$ cat config.mk
export PLATFORM = sky130hd
export DESIGN_NAME = cpu_run_sequencer
export DESIGN_NICKNAME = d
export VERILOG_FILES = /design/src/rtl/cpu_run_sequencer.sv
export SDC_FILE = /design/constraint.sdc
export NUM_CORES = 1
export LEC_CHECK = 0
export CORE_ASPECT_RATIO = 1.2
export CORE_MARGIN = 5
export CORE_UTILIZATION = 40
export DETAILED_ROUTE_END_ITERATION = 8
export PLACE_DENSITY = 0.68
export SLEW_MARGIN = 30
export SYNTH_ARGS = -nofsm -noshare
export SYNTH_HDL_FRONTEND = slang
export SYNTH_SLANG_ARGS = --single-unit
export TNS_END_PERCENT = 100
$ cat constraint.sdc
create_clock -name clk -period 5.7 [get_ports clk]
set_input_delay 1.71 -clock clk [delete_from_list [all_inputs] [get_ports clk]]
set_output_delay 1.71 -clock clk [all_outputs]
set_load 0.01 [all_outputs]
$ cat src/rtl/cpu_run_sequencer.sv
// Hardware launcher for the CPU Reset/Start/Ack protocol: parks the CPU in reset,
// preloads two operands, starts it, waits for Ack and checks the result word.
module cpu_run_sequencer #(
  parameter int DW          = 8,
  parameter int AW          = 8,
  parameter int CW          = 16,
  parameter int RST_CYC     = 2,
  parameter int START_CYC   = 2,
  parameter int TIMEOUT_CYC = 4096,
  parameter int OPA_ADDR    = 1,
  parameter int OPB_ADDR    = 2,
  parameter int RES_ADDR    = 3
) (
  input  logic          clk,
  input  logic          reset,
  input  logic          go,
  input  logic [DW-1:0] op_a,
  input  logic [DW-1:0] op_b,
  input  logic [DW-1:0] exp_result,
  output logic          dut_reset,
  output logic          dut_start,
  input  logic          dut_ack,
  output logic          mem_host_en,
  output logic [AW-1:0] mem_addr,
  output logic [DW-1:0] mem_wr_data,
  output logic          mem_wr_en,
  input  logic [DW-1:0] mem_rd_data,
  output logic          busy,
  output logic          done,
  output logic          pass,
  output logic          timed_out,
  output logic [DW-1:0] result,
  output logic [CW-1:0] wait_cycles
);

  typedef enum logic [2:0] {IDLE, RST, LOAD_A, LOAD_B, HOLD, WAIT, READ, REPORT} state_t;

  state_t        state;
  state_t        next_state;
  logic [7:0]    cnt;
  logic [DW-1:0] op_a_q;
  logic [DW-1:0] op_b_q;
  logic [DW-1:0] exp_q;
  logic          timeout_hit;

  assign timeout_hit = (wait_cycles == CW'(TIMEOUT_CYC - 1));

  always_comb begin
    next_state = state;
    case (state)
      IDLE:    if (go) next_state = RST;
      RST:     if (cnt == 8'(RST_CYC - 1)) next_state = LOAD_A;
      LOAD_A:  next_state = LOAD_B;
      LOAD_B:  next_state = HOLD;
      HOLD:    if (cnt == 8'(START_CYC - 1)) next_state = WAIT;
      // Ack beats a simultaneous timeout.
      WAIT: begin
        if (dut_ack)          next_state = READ;
        else if (timeout_hit) next_state = REPORT;
      end
      READ:    next_state = REPORT;
      REPORT:  next_state = IDLE;
      default: next_state = IDLE;
    endcase
  end

  // Outputs are decoded from next_state so they line up with the state they belong to.
  always_ff @(posedge clk) begin
    if (reset) begin
      state       <= IDLE;
      cnt         <= '0;
      op_a_q      <= '0;
      op_b_q      <= '0;
      exp_q       <= '0;
      dut_reset   <= 1'b1;
      dut_start   <= 1'b0;
      mem_host_en <= 1'b0;
      mem_addr    <= '0;
      mem_wr_data <= '0;
      mem_wr_en   <= 1'b0;
      busy        <= 1'b0;
      done        <= 1'b0;
      pass        <= 1'b0;
      timed_out   <= 1'b0;
      result      <= '0;
      wait_cycles <= '0;
    end else begin
      state       <= next_state;
      cnt         <= (next_state == state) ? cnt + 8'd1 : 8'd0;
      busy        <= (next_state != IDLE);
      done        <= (next_state == REPORT);
      dut_reset   <= (next_state == IDLE) || (next_state == RST);
      dut_start   <= (next_state == RST) || (next_state == LOAD_A) ||
                     (next_state == LOAD_B) || (next_state == HOLD);
      mem_host_en <= (next_state == LOAD_A) || (next_state == LOAD_B) || (next_state == READ);
      mem_wr_en   <= (next_state == LOAD_A) || (next_state == LOAD_B);

      if (next_state == LOAD_A) begin
        mem_addr    <= AW'(OPA_ADDR);
        mem_wr_data <= op_a_q;
      end else if (next_state == LOAD_B) begin
        mem_addr    <= AW'(OPB_ADDR);
        mem_wr_data <= op_b_q;
      end else if (next_state == READ) begin
        mem_addr    <= AW'(RES_ADDR);
        mem_wr_data <= '0;
      end else begin
        mem_addr    <= '0;
        mem_wr_data <= '0;
      end

      case (state)
        IDLE: begin
          if (go) begin
            op_a_q      <= op_a;
            op_b_q      <= op_b;
            exp_q       <= exp_result;
            pass        <= 1'b0;
            timed_out   <= 1'b0;
            result      <= '0;
            wait_cycles <= '0;
          end
        end
        WAIT: begin
          if (!dut_ack) begin
            if (timeout_hit) begin
              timed_out   <= 1'b1;
              wait_cycles <= wait_cycles + CW'(1);
            end else if (wait_cycles != '1) begin
              wait_cycles <= wait_cycles + CW'(1);
            end
          end
        end
        // Only reachable without a timeout, so Pass depends on the compare alone.
        READ: begin
          result <= mem_rd_data;
          pass   <= (mem_rd_data == exp_q);
        end
        default: ;
      endcase
    end
  end

endmodule

==> flow_summary.json <==
{
  "cts_tree": "done",
  "die_h_um": 107,
  "combPwrFrac": 0.122,
  "power_leakage_nw": 1.53,
  "rsz0062_at_grt": "false",
  "hold_depth": 2,
  "final.setup.tns_ps": 0,
  "vias": 2701,
  "fillers": 718,
  "worstSetupPathType": "in -> reg",
  "clock.fmax_mhz": 274,
  "routed_wl_um": 7200,
  "antenna_found_initial": 0,
  "worstRegToRegCells": 3,
  "hp-class": "reg -> reg",
  "place_hpwl_um": 5120,
  "finalInstanceArea_um2": 4210,
  "placed_area_um2": 3980,
  "multi_input_area_um2": 1510,
  "core.rowCount": 35,
  "async_flop_share": 0,
  "dr.pass1.iters": 4,
  "cts_made_buffers": 9,
  "grt_max_degree": 45,
  "yosysUniqueCellTypes": 48,
  "die_x_um": 91.1,
  "htreeDepth": 3,
  "design.die.area_um2": 9770,
  "setup_viol": 0,
  "synth_ff_type": "dfxtp_1",
  "crit_path_start_kind": "input port",
  "post_cts_buffers": 0,
  "port_buffers": 77,
  "clock_path_buffers": 2,
  "final_layout_size_suffix_gt1_frac": 0.0737,
  "placed_cells": 510,
  "remaining_drc_errors": 0,
  "tightest_slew_ps": 638,
  "status": "finished clean",
  "r2r_end": "wait_cycles[15]$_SDFFE_PP0P_",
  "cts_hold_buf": 0,
  "core_um2": 7710,
  "switching_share": 0.248,
  "layoutNonFillerInstCount": 526,
  "hold_viol_final": 0,
  "holdPathEnd": "op_a_q[3]$_SDFFE_PP0P_",
  "wire_per_inst_um": 13.7,
  "grt_pass1_wl_um": 11900,
  "ys_seq_area_frac": 0.489,
  "io_pins": 84,
  "maxSlewHeadroom": 0.575,
  "drv_slew": 0,
  "crit_start": "go",
  "seqCellArea_um2": 1540,
  "min_from": "op_a_q[3]$_SDFFE_PP0P_",
  "nNetsFinal": 468,
  "p_seq_frac": 0.484,
  "path_clk_slew_ps": 80,
  "skew_ps": 11.9,
  "crit_arrival_ps": 3850,
  "post_cts_resized": 0,
  "drt_first_iter_violations": 101,
  "postSynthAreaPerCell_um2": 8.86,
  "r2r_slack_ps": 3290,
  "endpoint_kind": "flip-flop",
  "final_cell_mix": "dfxtp_1 (77), clkdlybuf4s50_1 (77), nand2_1 (56)",
  "vias_per_cell": 5.13,
  "overflow": 0,
  "synthesis.instances": 356,
  "start_util": 0.409,
  "synth-edff-count": 0,
  "switching_power_w": 0.000296,
  "root_buffer": "clkbuf_8",
  "timing.final.crit_share": 0.639,
  "total_power_w": 0.00120,
  "critPathMaxFanout": 25,
  "p_per_area_nw_per_um2": 284,
  "clock_sinks": 77,
  "cp_data_required_time_ps": 5910,
  "ant_nets": 0,
  "grt_usage": 0.151,
  "antenna_cells": 0,
  "r2r_start": "state[2]$_SDFF_PP0_",
  "peakVddDrop_mv": 0.147,
  "synth_seq_cells": 77,
  "power.share.clock": 0.394,
  "yosys_warnings": 0,
  "fin_crit_ps": 3640,
  "place.gp.congestion": 0.809,
  "syn-cell-area_um2": 3160,
  "intPower_w": 0.000900,
  "insertion_delay_ps": 350,
  "syn_to_final_growth_pct": 33.5,
  "cap_violations": 0,
  "grt_pass1_vias": 2606
}
## synthesized netlist by cell type (2+ instances only)
library cell,count,area [µm²]
nand2b_1,4,25.0
nor3_4,2,32.5
xor2_1,16,140
clkbuf_1,13,48.8
nor3_1,5,25.0
inv_1,5,18.8
a22oi_1,8,60.1
a21oi_1,30,150
dfxtp_1,77,1540
buf_4,6,45.0
buf_2,4,20.0
nand2_1,56,210
a31oi_1,2,12.5
and2_1,2,12.5
nor2b_1,6,37.5
or3_1,2,12.5
nand4_1,4,25.0
xnor2_1,13,114
nor4_1,8,50.1
a22o_1,8,70.1
nand3_1,12,60.1
or2_2,2,12.5
ha_1,3,37.5
and4_1,2,17.5
nor2_1,41,154
o21ai_0,2,10.0
o22ai_1,2,12.5
## critical path: stages
cell	delay [ps]
clkdlybuf4s50_1	510
or4b_2	910
nand2b_1	590
nor2_1	120
## metal layers
metal | global-route usage | vias up | routed length [µm]
met3 | 0.0573 | 12 | 546
met5 | 0 | - | 0
li1 | - | 1350 | -
met1 | 0.180 | 1265 | 3140
met4 | 0.0692 | 0 | 144
met2 | 0.239 | 74 | 3370
## power by group through the flow
| stage | combinational [W] | clock [W] | sequential (W) |
|---|---|---|---|
| finish | 0.000146 | 0.000472 | 0.000579 |
| global route | 0.000162 | 0.000508 | 0.000583 |
| CTS | 0.000148 | 0.000485 | 0.000579 |
| detailed placement | 0.000147 | 0 | 0.000591 |
| global placement | 0.000144 | 0 | 0.000591 |
| floorplan | 0.0000925 | 0 | 0.000587 |
## kinds of logic (layout without fill, tap and decap cells)
family,after synthesis,in the layout,synth area share
and+or+nand+nor,155,155,0.240
DFF,77,77,0.489
AOI/OAI and AO/OA,62,62,0.133
xor gates and xnor gates,29,29,0.0805
buffers and inverters,28,101,0.0420
adders and majority gates,3,3,0.0119
other,1,6,0.00119
muxes,1,1,0.00317
## cell type report
class	instances	area share
Inverter	5	0.00445
Clock buffer	11	0.0359
Tap cell	92	0.0273
Sequential cell	77	0.366
Timing Repair Buffer	80	0.188
Multi-Input combinational cell	256	0.359
Clock inverter	5	0.0193
## worst max path at each step
stage / depth (start not counted) / to
after global placement: 4 / wait_cycles[12]$_SDFFE_PP0P_
after global routing: 4 / wait_cycles[15]$_SDFFE_PP0P_
after detailed placement: 4 / wait_cycles[15]$_SDFFE_PP0P_
after floorplan: 6 / wait_cycles[10]$_SDFFE_PP0P_
after CTS: 4 / wait_cycles[15]$_SDFFE_PP0P_
final: 4 / wait_cycles[15]$_SDFFE_PP0P_
## state kept, by name (all words and copies together), names as in the netlist, 2 cells and up
register and cells:
wait_cycles 16, exp_q 8, op_a_q 8, result 8, cnt 8, mem_wr_data 8, mem_addr 2, op_b_q 8
state 3
## metrics by stage
| step | hold WS (ps) | util | setup slack (ps) |
|---|---|---|---|
| after floorplan | 436 | - | 2680 |
| after global placement | 441 | 0.516 | 1740 |
| after detailed placement | 448 | 0.516 | 1640 |
| after CTS | 459 | 0.546 | 2040 |
| after global routing | 483 | 0.547 | 1940 |
| final | 457 | 0.547 | 2060 |
No activity file was read; power rests on OpenSTA's default activity.
